## src/rtl/cb_boot_sequencer.sv

```systemverilog
// Safe-CPU boot/run sequencer: holds cores in reset, releases the selected set with a
// common boot address and reports end of routine. Optional RUN watchdog: CB_BOOT_TIMEOUT_EN.
module cb_boot_sequencer #(
  parameter int unsigned RST_HOLD_CYCLES = 4,
  parameter logic [31:0] TIMEOUT_CYCLES  = 32'd1048576
) (
  input  logic        clk_i,
  input  logic        rst_ni,
  input  logic        start_i,
  input  logic [31:0] boot_addr_i,
  input  logic [2:0]  master_core_i,
  input  logic        safe_mode_i,
  input  logic [1:0]  safe_configuration_i,
  input  logic [2:0]  core_done_i,
  output logic [2:0]  core_rst_no,
  output logic [2:0]  core_fetch_en_o,
  output logic [31:0] core_boot_addr_o,
  output logic [2:0]  active_mask_o,
  output logic        busy_o,
  output logic        end_sw_o,
  output logic        timeout_o
);

  typedef enum logic [2:0] {
    ST_IDLE  = 3'd0,
    ST_RESET = 3'd1,
    ST_BOOT  = 3'd2,
    ST_RUN   = 3'd3,
    ST_DONE  = 3'd4
  } state_e;

  localparam logic [7:0] HOLD_LOAD = 8'(RST_HOLD_CYCLES - 32'd1);

  if ((RST_HOLD_CYCLES < 32'd1) || (RST_HOLD_CYCLES > 32'd255)) begin : g_bad_hold
    $error("cb_boot_sequencer: RST_HOLD_CYCLES out of range 1..255");
  end
  if (TIMEOUT_CYCLES == 32'd0) begin : g_bad_timeout
    $error("cb_boot_sequencer: TIMEOUT_CYCLES must be at least 1");
  end

  // Single-core mode picks the lowest requested core (core 0 if none); redundant
  // mode maps the configuration onto a fixed core set, never an empty one.
  function automatic logic [2:0] decode_mask(input logic       safe_mode,
                                             input logic [1:0] cfg,
                                             input logic [2:0] master);
    logic [2:0] mask;
    if (safe_mode == 1'b0) begin
      if (master[0])      mask = 3'b001;
      else if (master[1]) mask = 3'b010;
      else if (master[2]) mask = 3'b100;
      else                mask = 3'b001;
    end else begin
      case (cfg)
        2'b00:   mask = 3'b111;
        2'b01:   mask = 3'b011;
        2'b10:   mask = 3'b110;
        2'b11:   mask = 3'b111;
        default: mask = 3'b111;
      endcase
    end
    return mask;
  endfunction

  state_e      state_r;
  state_e      next_state_s;
  logic [7:0]  hold_cnt_r;
  logic [31:0] boot_addr_r;
  logic [2:0]  mask_r;
  logic [2:0]  done_r;
  logic        start_latch_s;
  logic        complete_s;
  logic        timeout_hit_s;

  assign start_latch_s = (state_r == ST_IDLE) && start_i;
  assign complete_s    = (((done_r | core_done_i) & mask_r) == mask_r);

`ifdef CB_BOOT_TIMEOUT_EN
  logic [31:0] run_cnt_r;
  logic        timeout_r;

  assign timeout_hit_s = (run_cnt_r == (TIMEOUT_CYCLES - 32'd1));

  // Watchdog counter (restarts on entry to RUN) and sticky timeout flag.
  always_ff @(posedge clk_i or negedge rst_ni) begin
    if (!rst_ni) begin
      run_cnt_r <= 32'd0;
      timeout_r <= 1'b0;
    end else begin
      if (state_r == ST_BOOT) begin
        run_cnt_r <= 32'd0;
      end else if (state_r == ST_RUN) begin
        run_cnt_r <= run_cnt_r + 32'd1;
      end
      if (start_latch_s) begin
        timeout_r <= 1'b0;
      end else if ((state_r == ST_RUN) && start_i && !complete_s && timeout_hit_s) begin
        timeout_r <= 1'b1;
      end
    end
  end

  assign timeout_o = timeout_r;
`else
  assign timeout_hit_s = 1'b0;
  assign timeout_o     = 1'b0;
`endif

  // State register.
  always_ff @(posedge clk_i or negedge rst_ni) begin
    if (!rst_ni) begin
      state_r <= ST_IDLE;
    end else begin
      state_r <= next_state_s;
    end
  end

  // Next-state logic; a falling start_i aborts any active phase and beats completion.
  always_comb begin
    next_state_s = state_r;
    case (state_r)
      ST_IDLE: begin
        if (start_i) next_state_s = ST_RESET;
        else         next_state_s = ST_IDLE;
      end
      ST_RESET: begin
        if (!start_i)                next_state_s = ST_IDLE;
        else if (hold_cnt_r == 8'd0) next_state_s = ST_BOOT;
        else                         next_state_s = ST_RESET;
      end
      ST_BOOT: begin
        if (!start_i) next_state_s = ST_IDLE;
        else          next_state_s = ST_RUN;
      end
      ST_RUN: begin
        if (!start_i)          next_state_s = ST_IDLE;
        else if (complete_s)   next_state_s = ST_DONE;
        else if (timeout_hit_s) next_state_s = ST_DONE;
        else                   next_state_s = ST_RUN;
      end
      ST_DONE: begin
        if (!start_i) next_state_s = ST_IDLE;
        else          next_state_s = ST_DONE;
      end
      default: next_state_s = ST_IDLE;
    endcase
  end

  // Start-time latches, reset hold counter and sticky per-core completion.
  always_ff @(posedge clk_i or negedge rst_ni) begin
    if (!rst_ni) begin
      hold_cnt_r  <= 8'd0;
      boot_addr_r <= 32'd0;
      mask_r      <= 3'b000;
      done_r      <= 3'b000;
    end else begin
      if (start_latch_s) begin
        hold_cnt_r  <= HOLD_LOAD;
        boot_addr_r <= boot_addr_i;
        mask_r      <= decode_mask(safe_mode_i, safe_configuration_i, master_core_i);
        done_r      <= 3'b000;
      end else if (state_r == ST_RESET) begin
        if (hold_cnt_r != 8'd0) hold_cnt_r <= hold_cnt_r - 8'd1;
      end else if (state_r == ST_RUN) begin
        done_r <= done_r | (core_done_i & mask_r);
      end
    end
  end

  // Outputs decoded purely from state and latched registers.
  always_comb begin
    core_rst_no     = 3'b000;
    core_fetch_en_o = 3'b000;
    busy_o          = 1'b0;
    end_sw_o        = 1'b0;
    case (state_r)
      ST_IDLE: begin
        busy_o = 1'b0;
      end
      ST_RESET: begin
        busy_o = 1'b1;
      end
      ST_BOOT: begin
        core_rst_no = mask_r;
        busy_o      = 1'b1;
      end
      ST_RUN: begin
        core_rst_no     = mask_r;
        core_fetch_en_o = mask_r;
        busy_o          = 1'b1;
      end
      ST_DONE: begin
        end_sw_o = 1'b1;
      end
      default: begin
        busy_o = 1'b0;
      end
    endcase
  end

  assign core_boot_addr_o = boot_addr_r;
  assign active_mask_o    = mask_r;

endmodule

```

## config.mk

```make
export PLATFORM = sky130hd
export DESIGN_NAME = cb_boot_sequencer
export DESIGN_NICKNAME = d
export VERILOG_FILES = /design/src/rtl/cb_boot_sequencer.sv
export SDC_FILE = /design/constraint.sdc
export NUM_CORES = 1
export LEC_CHECK = 0
export ABC_CLOCK_PERIOD_IN_PS = 1700
export BUFFER_PORTS_ARGS = -buffer_cell sky130_fd_sc_hd__buf_4
export CAP_MARGIN = 20
export CELL_PAD_IN_SITES_DETAIL_PLACEMENT = 0
export CELL_PAD_IN_SITES_GLOBAL_PLACEMENT = 1
export CORE_MARGIN = 2
export CORE_UTILIZATION = 31
export CTS_BUF_LIST = sky130_fd_sc_hd__clkbuf_4 sky130_fd_sc_hd__clkbuf_8 sky130_fd_sc_hd__clkbuf_16
export DETAILED_ROUTE_END_ITERATION = 12
export HOLD_SLACK_MARGIN = 0.12
export PLACE_DENSITY_LB_ADDON = 0.1
export SLEW_MARGIN = 20
export SYNTH_ARGS = -nofsm -noshare
export SYNTH_HDL_FRONTEND = slang
export SYNTH_SLANG_ARGS = --single-unit
```

## constraint.sdc

```tcl
create_clock -name clk_i -period 1.7 [get_ports clk_i]
set_input_delay 0.17 -clock clk_i [delete_from_list [all_inputs] [get_ports clk_i]]
set_output_delay 0.17 -clock clk_i [all_outputs]
set_load 0.02 [all_outputs]
```

==> impl_results.md <==
* #FFs+latches synth at around 50
* Worst EP arrival at between 1500 and 2000 ps
* Initial antenna violation count at 0
* Routed length per instance at 12.2 µm
* Starting Density at 32.0%
* Final Total Pwr at 4670 µW
* Vias in the first global route at 2,064
* RePlAce Congestion at 0.778
* Area grow syn2layout at 62.0%
* Mapped Cells at 239
* Die area at 7660 µm²
* Max Fclk at ~600 MHz
* # DRC at 0
* TritonCTS clock tree: done
* CTS max path bufs at 2
* Synth warnings at 0
* Synth Area per Inst at 9.05 µm²
* Post-Syn Area at 2160 µm²
* Tightest Hold Check Type: in -> reg
* Post-DRT Antenna Nets at 0
* Ant diodes at 0
* Clock slew at reported path FFs at 90 ps
* Largest net degree at the start of global routing at 50
* Slew Limit Fails at 0
* Leakage power at 0.00185 µW
* Layout fillers at about 650
* Sequential share of the synthesized area at 56.7%
* First-pass GRT wire length at 9450 µm
* Total of max-cap violations at 0
* Crit share post-route at 99.8%
* Clk_lat worst skew at about 310 ps
* Slew headroom at 58.6%
* Clock Skew at 11.4 ps
* Root Driver: clkbuf_8
* Peak supply drop at 631 µV
* Worst-path fanout max at 5
* CP Class: reg -> reg
* Drt pass-1 iters at 4
* Run status: completed
* Vias at 2,050
* Vias per cell at 4.53
* Die height at a little under 90 µm
* Final net count at between 400 and 500
* Gr ovfl total at 0
* Ports at 88
* WL final at 5520 µm
* Placed Area at 3010 µm²
* Core ar. at 6760 µm²
* Final Setup Violations at 0
* Non-filler cells, final at 453
* Total clock buffers created by CTS at 5
* Critical Path Sink Type: flip-flop
* Final Hold Viols at 0
* Tmin final at 1700 ps
* Chip Width at 87.5 µm
* Worst Tran Pin Value at 622 ps
* DRT iter0 DRCs at approximately 110
* Power per cell area at approximately 1300 nW/µm²
* Mapped Nets at 284
* Fraction of layout cells with a size suffix above 1 at 32.2%
* Clk sinks at 49
* Post-synth cell types at 39
* PortBufs at 86
* Post-DP HPWL at 3600 µm
* RSZ-0062 raised after global routing: yes
* CP Data Required Time at about 1900 ps
* Final Cell Area at 3500 µm²
* Critical path launch point type: flip-flop
* All-Layer GR Usage at 15.6%
* Cell row count at 30
* Max H-tree Level at 2
* Final hold slack at 148 ps
* Placed Cells at 409
## flip-flops by register name, summed over array words and instances, names as in the netlist
register and cells:
hold_cnt_r 8, done_r 3, core_boot_addr_o 32, state_r 3
active_mask_o 3
## final timing paths
kind                                 startpoint                   end  slack (ps)  cells past startpoint
min in group asynchronous                rst_ni             done_r[2]         420                      2
max in group asynchronous                rst_ni      active_mask_o[1]         870                      2
hold / removal                 master_core_i[0]      active_mask_o[0]         150                      3
setup / recovery                  hold_cnt_r[1]         hold_cnt_r[4]           3                      6
setup reg to reg                  hold_cnt_r[1]         hold_cnt_r[4]           3                      6
hold reg to reg            core_boot_addr_o[12]  core_boot_addr_o[12]         480                      2
## cell type report
cell class | instances | area (µm²) | share of cell area, %
sequential | 49 | 1230 | 35.0
clock buffer | 5 | 68.8 | 1.96
clock inverter | 2 | 38.8 | 1.11
multi-input combinational | 176 | 920 | 26.3
tap | 80 | 100 | 2.86
inverter | 4 | 15.0 | 0.429
timing repair buffer | 137 | 1130 | 32.4
## routing by layer
| layer | up-vias | part of all wire, % | wire length (µm) | global-route usage (%) |
|---|---|---|---|---|
| met3 | 7 | 5.1 | 284 | 4.27 |
| met1 | 960 | 46 | 2520 | 19.2 |
| li1 | 1034 | - | - | - |
| met5 | - | 0 | 0 | 0 |
| met4 | 0 | 1.2 | 68 | 5.03 |
| met2 | 49 | 48 | 2650 | 26.4 |
## placed cells by master (no fill, tap or decap), types with 2 or more instances in the layout
master         instances
a21oi_1                4
and2_1                 4
and3_1                 4
buf_4                 99
clkbuf_8               5
dfrtp_1               49
dlygate4sd3_1         37
inv_1                  4
mux2i_1                3
nand2_1              108
nor2_1                12
nor3_1                 2
nor3b_1                2
o211ai_1               2
o21a_1                 2
o21ai_0                2
or3_1                  3
xnor2_1                2
## synthesized netlist by cell type
cell type	instances	share of area, %
nand2_1	109	19
dfrtp_1	49	57
nor2_1	12	2.1
clkbuf_1	6	1.0
a21oi_1	4	0.93
and2_1	4	1.2
and3_1	4	1.2
inv_1	4	0.69
mux2i_1	3	1.4
nor3_1	3	0.69
or3_1	3	0.87
xnor2_1	3	1.2
buf_2	2	0.46
buf_4	2	0.69
nor2b_1	2	0.58
nor3b_1	2	0.69
nor4_1	2	0.58
o211ai_1	2	0.69
o21a_1	2	0.69
o21ai_0	2	0.46
a2111oi_2	1	0.69
a21boi_0	1	0.35
a221oi_1	1	0.41
a311oi_1	1	0.41
conb_1	1	0.17
ha_1	1	0.58
nand2b_1	1	0.29
nand3_1	1	0.23
nand3b_1	1	0.35
nor4_2	1	0.58
o2111ai_1	1	0.41
o21ba_2	1	0.46
o21bai_4	1	0.87
o22ai_1	1	0.29
o311ai_1	1	0.41
or2_1	1	0.29
or3b_4	1	0.52
or4_1	1	0.35
or4b_4	1	0.64
## cells by family after synthesis
| kind of cell | after synthesis | share of synthesized area, % |
|---|---|---|
| compound gates | 19 | 7.06 |
| xor+xnor | 3 | 1.22 |
| fa+ha+maj | 1 | 0.579 |
| buf+inv | 14 | 2.89 |
| flops | 49 | 56.7 |
| mux | 3 | 1.39 |
| other cells | 1 | 0.173 |
| simple gates | 149 | 30.0 |
## metrics by stage
step	setup slack [ps]	TNS [ps]	util [%]
after floorplan	1.22	0	-
after global routing	-73.9	-313	51.8
after CTS	-11.9	-16.0	51.8
after detailed placement	10.0	0	44.5
final	2.85	0	51.8
after global placement	32.2	0	44.5
## report_power, final
part | internal (µW) | total (µW) | switching [µW] | leakage, µW
registers | 1520 | 1750 | 233 | 0.000616
logic | 971 | 2090 | 1120 | 0.00118
clock network | 436 | 832 | 396 | 0.0000546
## timing repair
action                     CTS  global route
resized for setup            4             0
setup endpoints to repair    8             8
hold endpoints to repair    85             0
hold buffers                37             0
pin swaps                    1             2
setup buffers                0             0
## critical path, cell delays in order, from the launching register on
cell and delay (ps):
dfrtp_1 380, inv_1 60, ha_2 160, or4b_4 530, o21ba_4 250, nand3_2 60, mux2i_1 170
Note: power is estimated with default switching activity, not from simulation.
